$ cat config.mk
export PLATFORM = sky130hd
export DESIGN_NAME = i2s_transmit_24
export DESIGN_NICKNAME = d
export VERILOG_FILES = /design/src/rtl/i2s_transmit_24.sv
export SDC_FILE = /design/constraint.sdc
export NUM_CORES = 1
export LEC_CHECK = 0
export ABC_AREA = 1
export ABC_CLOCK_PERIOD_IN_PS = 3100
export BUFFER_PORTS_ARGS = -buffer_cell sky130_fd_sc_hd__buf_2
export CORE_ASPECT_RATIO = 0.75
export CORE_MARGIN = 2
export CORE_UTILIZATION = 40
export CTS_CLUSTER_DIAMETER = 100
export DETAILED_ROUTE_END_ITERATION = 7
export HOLD_SLACK_MARGIN = 0.06
export SLEW_MARGIN = 10
export SYNTH_ARGS = -nofsm -noshare
export SYNTH_HDL_FRONTEND = slang
export SYNTH_SLANG_ARGS = --single-unit
$ cat constraint.sdc
create_clock -name clk_i -period 3.1 [get_ports clk_i]
set_clock_uncertainty 0.15 [all_clocks]
set_input_delay 0 -clock clk_i [delete_from_list [all_inputs] [get_ports clk_i]]
set_output_delay 0 -clock clk_i [all_outputs]
set_load 0.01 [all_outputs]
$ cat src/rtl/i2s_transmit_24.sv
// rtl/i2s_transmit_24.sv - Philips I2S stereo transmitter with a one-pair holding register
// Optional build macro: I2S_TX_REPEAT_ON_UNDERRUN_EN (repeat last pair on underrun instead of muting)
module i2s_transmit_24 #(
    parameter int DATA_W = 24,
    parameter int SLOT_W = 32
) (
    input  logic              clk_i,
    input  logic              rst_i,
    input  logic              sck_i,
    input  logic              ws_i,
    input  logic [DATA_W-1:0] left_i,
    input  logic [DATA_W-1:0] right_i,
    input  logic              valid_i,
    output logic              ready_o,
    output logic              sd_o,
    output logic              underrun_o,
    output logic              active_o
);

    typedef enum logic [1:0] {
        SYNC  = 2'd0,
        LEFT  = 2'd1,
        RIGHT = 2'd2
    } state_t;

    state_t              state_q, state_d;
    logic                sck_q;
    logic                ws_q, ws_d;
    logic                sd_q, sd_d;
    logic [SLOT_W-1:0]   shreg_q, shreg_d;
    logic                hold_valid_q, hold_valid_d;
    logic [DATA_W-1:0]   hold_left_q, hold_left_d;
    logic [DATA_W-1:0]   hold_right_q, hold_right_d;
    logic [DATA_W-1:0]   right_act_q, right_act_d;
`ifdef I2S_TX_REPEAT_ON_UNDERRUN_EN
    logic [DATA_W-1:0]   last_left_q, last_left_d;
`endif

    logic                sck_fall;
    logic                ws_edge;
    logic                left_start;
    logic                right_start;
    logic                accept;
    logic [DATA_W-1:0]   left_word;
    logic [DATA_W-1:0]   under_left;
    logic [DATA_W-1:0]   under_right;

    // Word sits at the top of the slot; the remaining low bits shift out as zeros.
    function automatic logic [SLOT_W-1:0] slot_word(input logic [DATA_W-1:0] w);
        logic [SLOT_W-1:0] s;
        s = '0;
        s[SLOT_W-1 -: DATA_W] = w;
        return s;
    endfunction

    assign sck_fall    = sck_q & ~sck_i;
    assign ws_edge     = sck_fall & (ws_i ^ ws_q);
    assign left_start  = ws_edge & ~ws_i & (state_q != LEFT);
    assign right_start = ws_edge & ws_i & (state_q == LEFT);
    assign accept      = valid_i & ~hold_valid_q;

`ifdef I2S_TX_REPEAT_ON_UNDERRUN_EN
    assign under_left  = last_left_q;
    assign under_right = right_act_q;
`else
    assign under_left  = '0;
    assign under_right = '0;
`endif

    assign left_word  = hold_valid_q ? hold_left_q : under_left;
    assign underrun_o = left_start & ~hold_valid_q;
    assign ready_o    = ~hold_valid_q;
    assign sd_o       = sd_q;
    assign active_o   = (state_q != SYNC);

    always_comb begin
        state_d      = state_q;
        ws_d         = ws_q;
        sd_d         = sd_q;
        shreg_d      = shreg_q;
        hold_valid_d = hold_valid_q;
        hold_left_d  = hold_left_q;
        hold_right_d = hold_right_q;
        right_act_d  = right_act_q;
`ifdef I2S_TX_REPEAT_ON_UNDERRUN_EN
        last_left_d  = last_left_q;
`endif

        if (accept) begin
            hold_valid_d = 1'b1;
            hold_left_d  = left_i;
            hold_right_d = right_i;
        end

        if (sck_fall) begin
            ws_d = ws_i;
            if (state_q == SYNC) begin
                sd_d    = 1'b0;
                shreg_d = '0;
            end else begin
                // Old MSB still goes out on a ws edge, giving the one-SCK I2S delay.
                sd_d    = shreg_q[SLOT_W-1];
                shreg_d = shreg_q << 1;
            end
            if (left_start) begin
                state_d = LEFT;
                shreg_d = slot_word(left_word);
            end else if (right_start) begin
                state_d = RIGHT;
                shreg_d = slot_word(right_act_q);
            end
        end

        if (left_start) begin
`ifdef I2S_TX_REPEAT_ON_UNDERRUN_EN
            last_left_d = left_word;
`endif
            if (hold_valid_q) begin
                right_act_d  = hold_right_q;
                hold_valid_d = 1'b0;
            end else begin
                right_act_d  = under_right;
            end
        end
    end

    always_ff @(posedge clk_i or posedge rst_i) begin
        if (rst_i) begin
            state_q      <= SYNC;
            sck_q        <= 1'b0;
            ws_q         <= 1'b0;
            sd_q         <= 1'b0;
            shreg_q      <= '0;
            hold_valid_q <= 1'b0;
            hold_left_q  <= '0;
            hold_right_q <= '0;
            right_act_q  <= '0;
`ifdef I2S_TX_REPEAT_ON_UNDERRUN_EN
            last_left_q  <= '0;
`endif
        end else begin
            state_q      <= state_d;
            sck_q        <= sck_i;
            ws_q         <= ws_d;
            sd_q         <= sd_d;
            shreg_q      <= shreg_d;
            hold_valid_q <= hold_valid_d;
            hold_left_q  <= hold_left_d;
            hold_right_q <= hold_right_d;
            right_act_q  <= right_act_d;
`ifdef I2S_TX_REPEAT_ON_UNDERRUN_EN
            last_left_q  <= last_left_d;
`endif
        end
    end

endmodule
* Word-level counts from Yosys, hierarchy flattened
Cells that the tools add are included.
Word-level totals: register bits 110, input port bits 53, logic and storage cells 38, output and inout bits 4
Cells by class: reductions and logical operators 4, equal/unequal tests 2, bitwise gates (word level) 12, muxes and demuxes 11
Operators by type and width (number):
- 2-to-1 mux 32 bit | 3
- 2-to-1 mux 24 bit | 2
- AND 1 bit | 8
- 2-to-1 mux 1 bit | 4
- 2-to-1 mux 2 bit | 2
- nonzero test 2 bit | 2
- NOT 1 bit | 3
- == test 2 x 1 -> 1 bit (second input constant) | 1
- zero test 2 bit | 1
- != test 2 x 1 -> 1 bit (second input constant) | 1
- AND reduction 2 bit | 1
- XOR 1 bit | 1

* Longest topological paths before layout
word-level depth 7, gate-level depth with buffers 10

* Least setup slack after synthesis
OpenSTA, ideal clock, no wires.
kind reg2reg, from register hold_valid_q, to register hold_right_q[0], period minus slack after synthesis 1.526 ns, setup slack 1.574 ns, setup time 0.127 ns, arrival 1.248 ns, stages on the path, launching flop included 7, cells stage by stage dfrtp_1 -> buf_2 -> inv_2 -> nand2_1 -> buf_2 -> buf_6 -> mux2_1
Between the ends: word-level cells in the longest chain between the ends 2
Ends and longest elaborated chain:
- start, declared | RTL line 31 | logic hold_valid_q, hold_valid_d;
- start signal, assigned | RTL line 147 | hold_valid_q <= hold_valid_d;
- NOT 1 bit
- net ready_o | RTL line 14 | output logic ready_o,
- AND 1 bit | RTL line 60 | assign accept = valid_i & ~hold_valid_q;
- end signal, assigned | RTL line 149 | hold_right_q <= hold_right_d;
- end, declared | RTL line 33 | logic [DATA_W-1:0] hold_right_q, hold_right_d;
The timed path passes the listed nets, and every way through them passes these cells. A chain may end at the register's enable or synchronous reset.

* Worst setup path after layout
from register state_q[1], to output port underrun_o
Between the ends: word-level cells in the longest chain between the ends 3
Ends and longest elaborated chain:
- start, declared | RTL line 26 | state_t state_q, state_d;
- start signal, assigned | RTL line 142 | state_q <= state_d;
- != test 2 x 1 -> 1 bit | RTL line 58 | assign left_start = ws_edge & ~ws_i & (state_q != LEFT);
- AND 1 bit | RTL line 58
- AND 1 bit | RTL line 71 | assign underrun_o = left_start & ~hold_valid_q;
- end, declared | RTL line 16 | output logic underrun_o,
No other way between the ends.

==> impl_metrics.env <==
export IMPL_detail_route_antenna_nets=0
export IMPL_place_ws_ns=0.937
export IMPL_grt_pass1_wl_mm=18.5
export IMPL_yosysSeqAreaShare=0.521
export IMPL_yosys_warnings=0
export IMPL_cp_data_arrival_time_ns=2.17
export IMPL_cts_resized=0
export IMPL_clk_path_buf_depth=2
export IMPL_clk_pin_slew_ns=0.07
export IMPL_chipHeight_um=99.9
export IMPL_worstSkewPairLatency_ns=0.34
export IMPL_fin_nets=710
export IMPL_rsz0062_at_grt="no"
export IMPL_synth_top_area_share=0.521
export IMPL_fin_crit_ns=2.32
export IMPL_vias=3917
export IMPL_rows=34
export IMPL_critPathRequiredTime_ns=2.95
export IMPL_drtIter0Drc=271
export IMPL_power_density_nw_per_um2=841
export IMPL_route_met3_wl_um=548
export IMPL_syn_area_per_cell_um2=8.65
export IMPL_worstPathMaxFanout=62
export IMPL_setup_slack_ns=0.784
export IMPL_htree_levels=3
export IMPL_status="complete, no violations"
export IMPL_dpl_cell_count=757
export IMPL_drt_first_pass_iters=5
export IMPL_crit_type="flip-flop to output port"
export IMPL_synth_nets=620
export IMPL_hold_violations=0
export IMPL_grt_start_max_net_pins=63
export IMPL_utilization=0.520
export IMPL_hp_class="primary input to flip-flop"
export IMPL_maxCapViolCount=0
export IMPL_wl_met1_mm=5.38
export IMPL_grtUsageTotal=0.175
export IMPL_pin_count=57
export IMPL_finalInstanceArea_um2=6130
export IMPL_dp_hpwl_mm=6.89
export IMPL_place_area_um2=5290
export IMPL_cts_sinks=102
export IMPL_synth_top_area_cell="dfrtp_1"
export IMPL_overflow=0
export IMPL_drv_slew=0
export IMPL_io_buffers=56
export IMPL_cts_tree="yes"
export IMPL_layout_commonest_cell="nand2_1"
export IMPL_dieArea_um2=13200
export IMPL_coreArea_um2=11800
export IMPL_ys_ff_latch=102
export IMPL_power_leakage_nw=3.14
export IMPL_period_share=0.747
export IMPL_die_width_um=132
export IMPL_slew_headroom=0.324
export IMPL_worstMarginPinSlew_ns=1.01
export IMPL_drive_above_1_share=0.196
export IMPL_holdWs_ns=0.130
export IMPL_place_congestion=0.795
export IMPL_drt_wl_total_mm=10.7
export IMPL_max_freq_ghz=0.432
export IMPL_dr_wl_met2_mm=4.67
export IMPL_wl_per_cell_um=13.0
export IMPL_worst_setup_path_start_kind="flip-flop"
export IMPL_setup_tns_final_ns=0
export IMPL_highest_layer="met4"
export IMPL_remaining_drc_errors=0
export IMPL_synth_area_leaders="dfrtp_1 (52%), nand2_1 (15%), mux2_2 (9.0%), nand3_1 (7.1%), inv_1 (4.0%)"
export IMPL_layout_cells_non_filler=824
export IMPL_start_util=0.416
export IMPL_n_antenna_cell=0
export IMPL_syn_inst=567
export IMPL_power_total_mw=5.16
export IMPL_syn_to_final_growth_pct=25.0
export IMPL_endpoint_kind="output port"
export IMPL_mostFrequentLayoutCells="nand2_1 (193), dfrtp_1 (102), nand3_1 (70), buf_2 (56)"
export IMPL_vias_per_cell=4.75
export IMPL_root_buffer="clkbuf_16"
export IMPL_synth_distinct_cells=21
export IMPL_setup_violations=0
export IMPL_antenna_found_initial=0
export IMPL_ir_worst_vdd_mv=0.735
export IMPL_numCtsBuffers=9
export IMPL_synth_area_um2=4900
export IMPL_first_global_vias=3804
==> metal layers <==
metal,GRT usage,up-vias
met2,0.266,92
met4,0.0502,0
met5,0,-
met1,0.253,1845
met3,0.0389,8
li1,-,1972
==> flip-flops by register name (all words and copies together), names as in the netlist <==
signal        count
sck_q             1
ws_q              1
shreg_q          24
hold_right_q     24
right_act_q      24
hold_left_q      24
hold_valid_q      1
sd_o              1
state_q           2
==> synth_stat cells <==
cell,number
nor2_1,26
buf_6,3
nor2_2,1
mux2_2,39
nand4_1,1
a21oi_1,5
buf_4,2
clkbuf_1,7
dfrtp_1,102
inv_1,52
nand2_1,194
nand3_2,1
nor2_8,3
buf_2,20
nand2_2,1
o211ai_1,1
mux2_1,9
o21ai_1,23
inv_2,3
buf_1,4
nand3_1,70
==> critical path, stage by stage (launching register included) <==
cell and delay [ns]:
dfrtp_1 0.45, nor2_8 0.40, nor2_8 0.16, nand2_2 0.27, buf_12 0.29, nor2_1 0.06
buf_2 0.16
==> path summary, 6_finish.rpt <==
kind | start | to | slack, ns | cells after the start
worst max-delay path | state_q[1] | underrun_o | 0.78 | 6
worst min-delay path | valid_i | hold_valid_q | 0.13 | 4
worst max register to register | ws_q | shreg_q[25] | 0.89 | 7
worst min register to register | shreg_q[21] | shreg_q[21] | 0.33 | 2
max in group asynchronous | rst_i | hold_right_q[1] | 1.95 | 4
min in group asynchronous | rst_i | hold_right_q[2] | 0.15 | 3
==> cell type report <==
cell class | instances | area (um2)
flip-flops and latches | 102 | 2550
clock inverters | 7 | 109
well taps | 162 | 203
repair buffers | 115 | 876
clock buffers | 9 | 225
fillers | 1079 | 5650
multi-input cells | 374 | 1960
inverters | 55 | 209
==> power breakdown <==
part	switching (mW)	internal, mW
clock network	0.517	0.720
registers	0.373	1.94
logic	0.878	0.726
==> logic make-up (layout without fill, tap and decap cells) <==
group / after synthesis / after routing / share of synthesized area
compound gates: 29 / 29 / 0.0301
buf+inv: 91 / 186 / 0.0809
flops: 102 / 102 / 0.521
mux: 48 / 48 / 0.110
simple gates: 297 / 297 / 0.258
==> timing repair <==
action                                 CTS  global route
hold buffers                            51             0
setup buffers                            0             0
endpoints found under the hold margin   98             0
(Power assumes the default switching activity.)
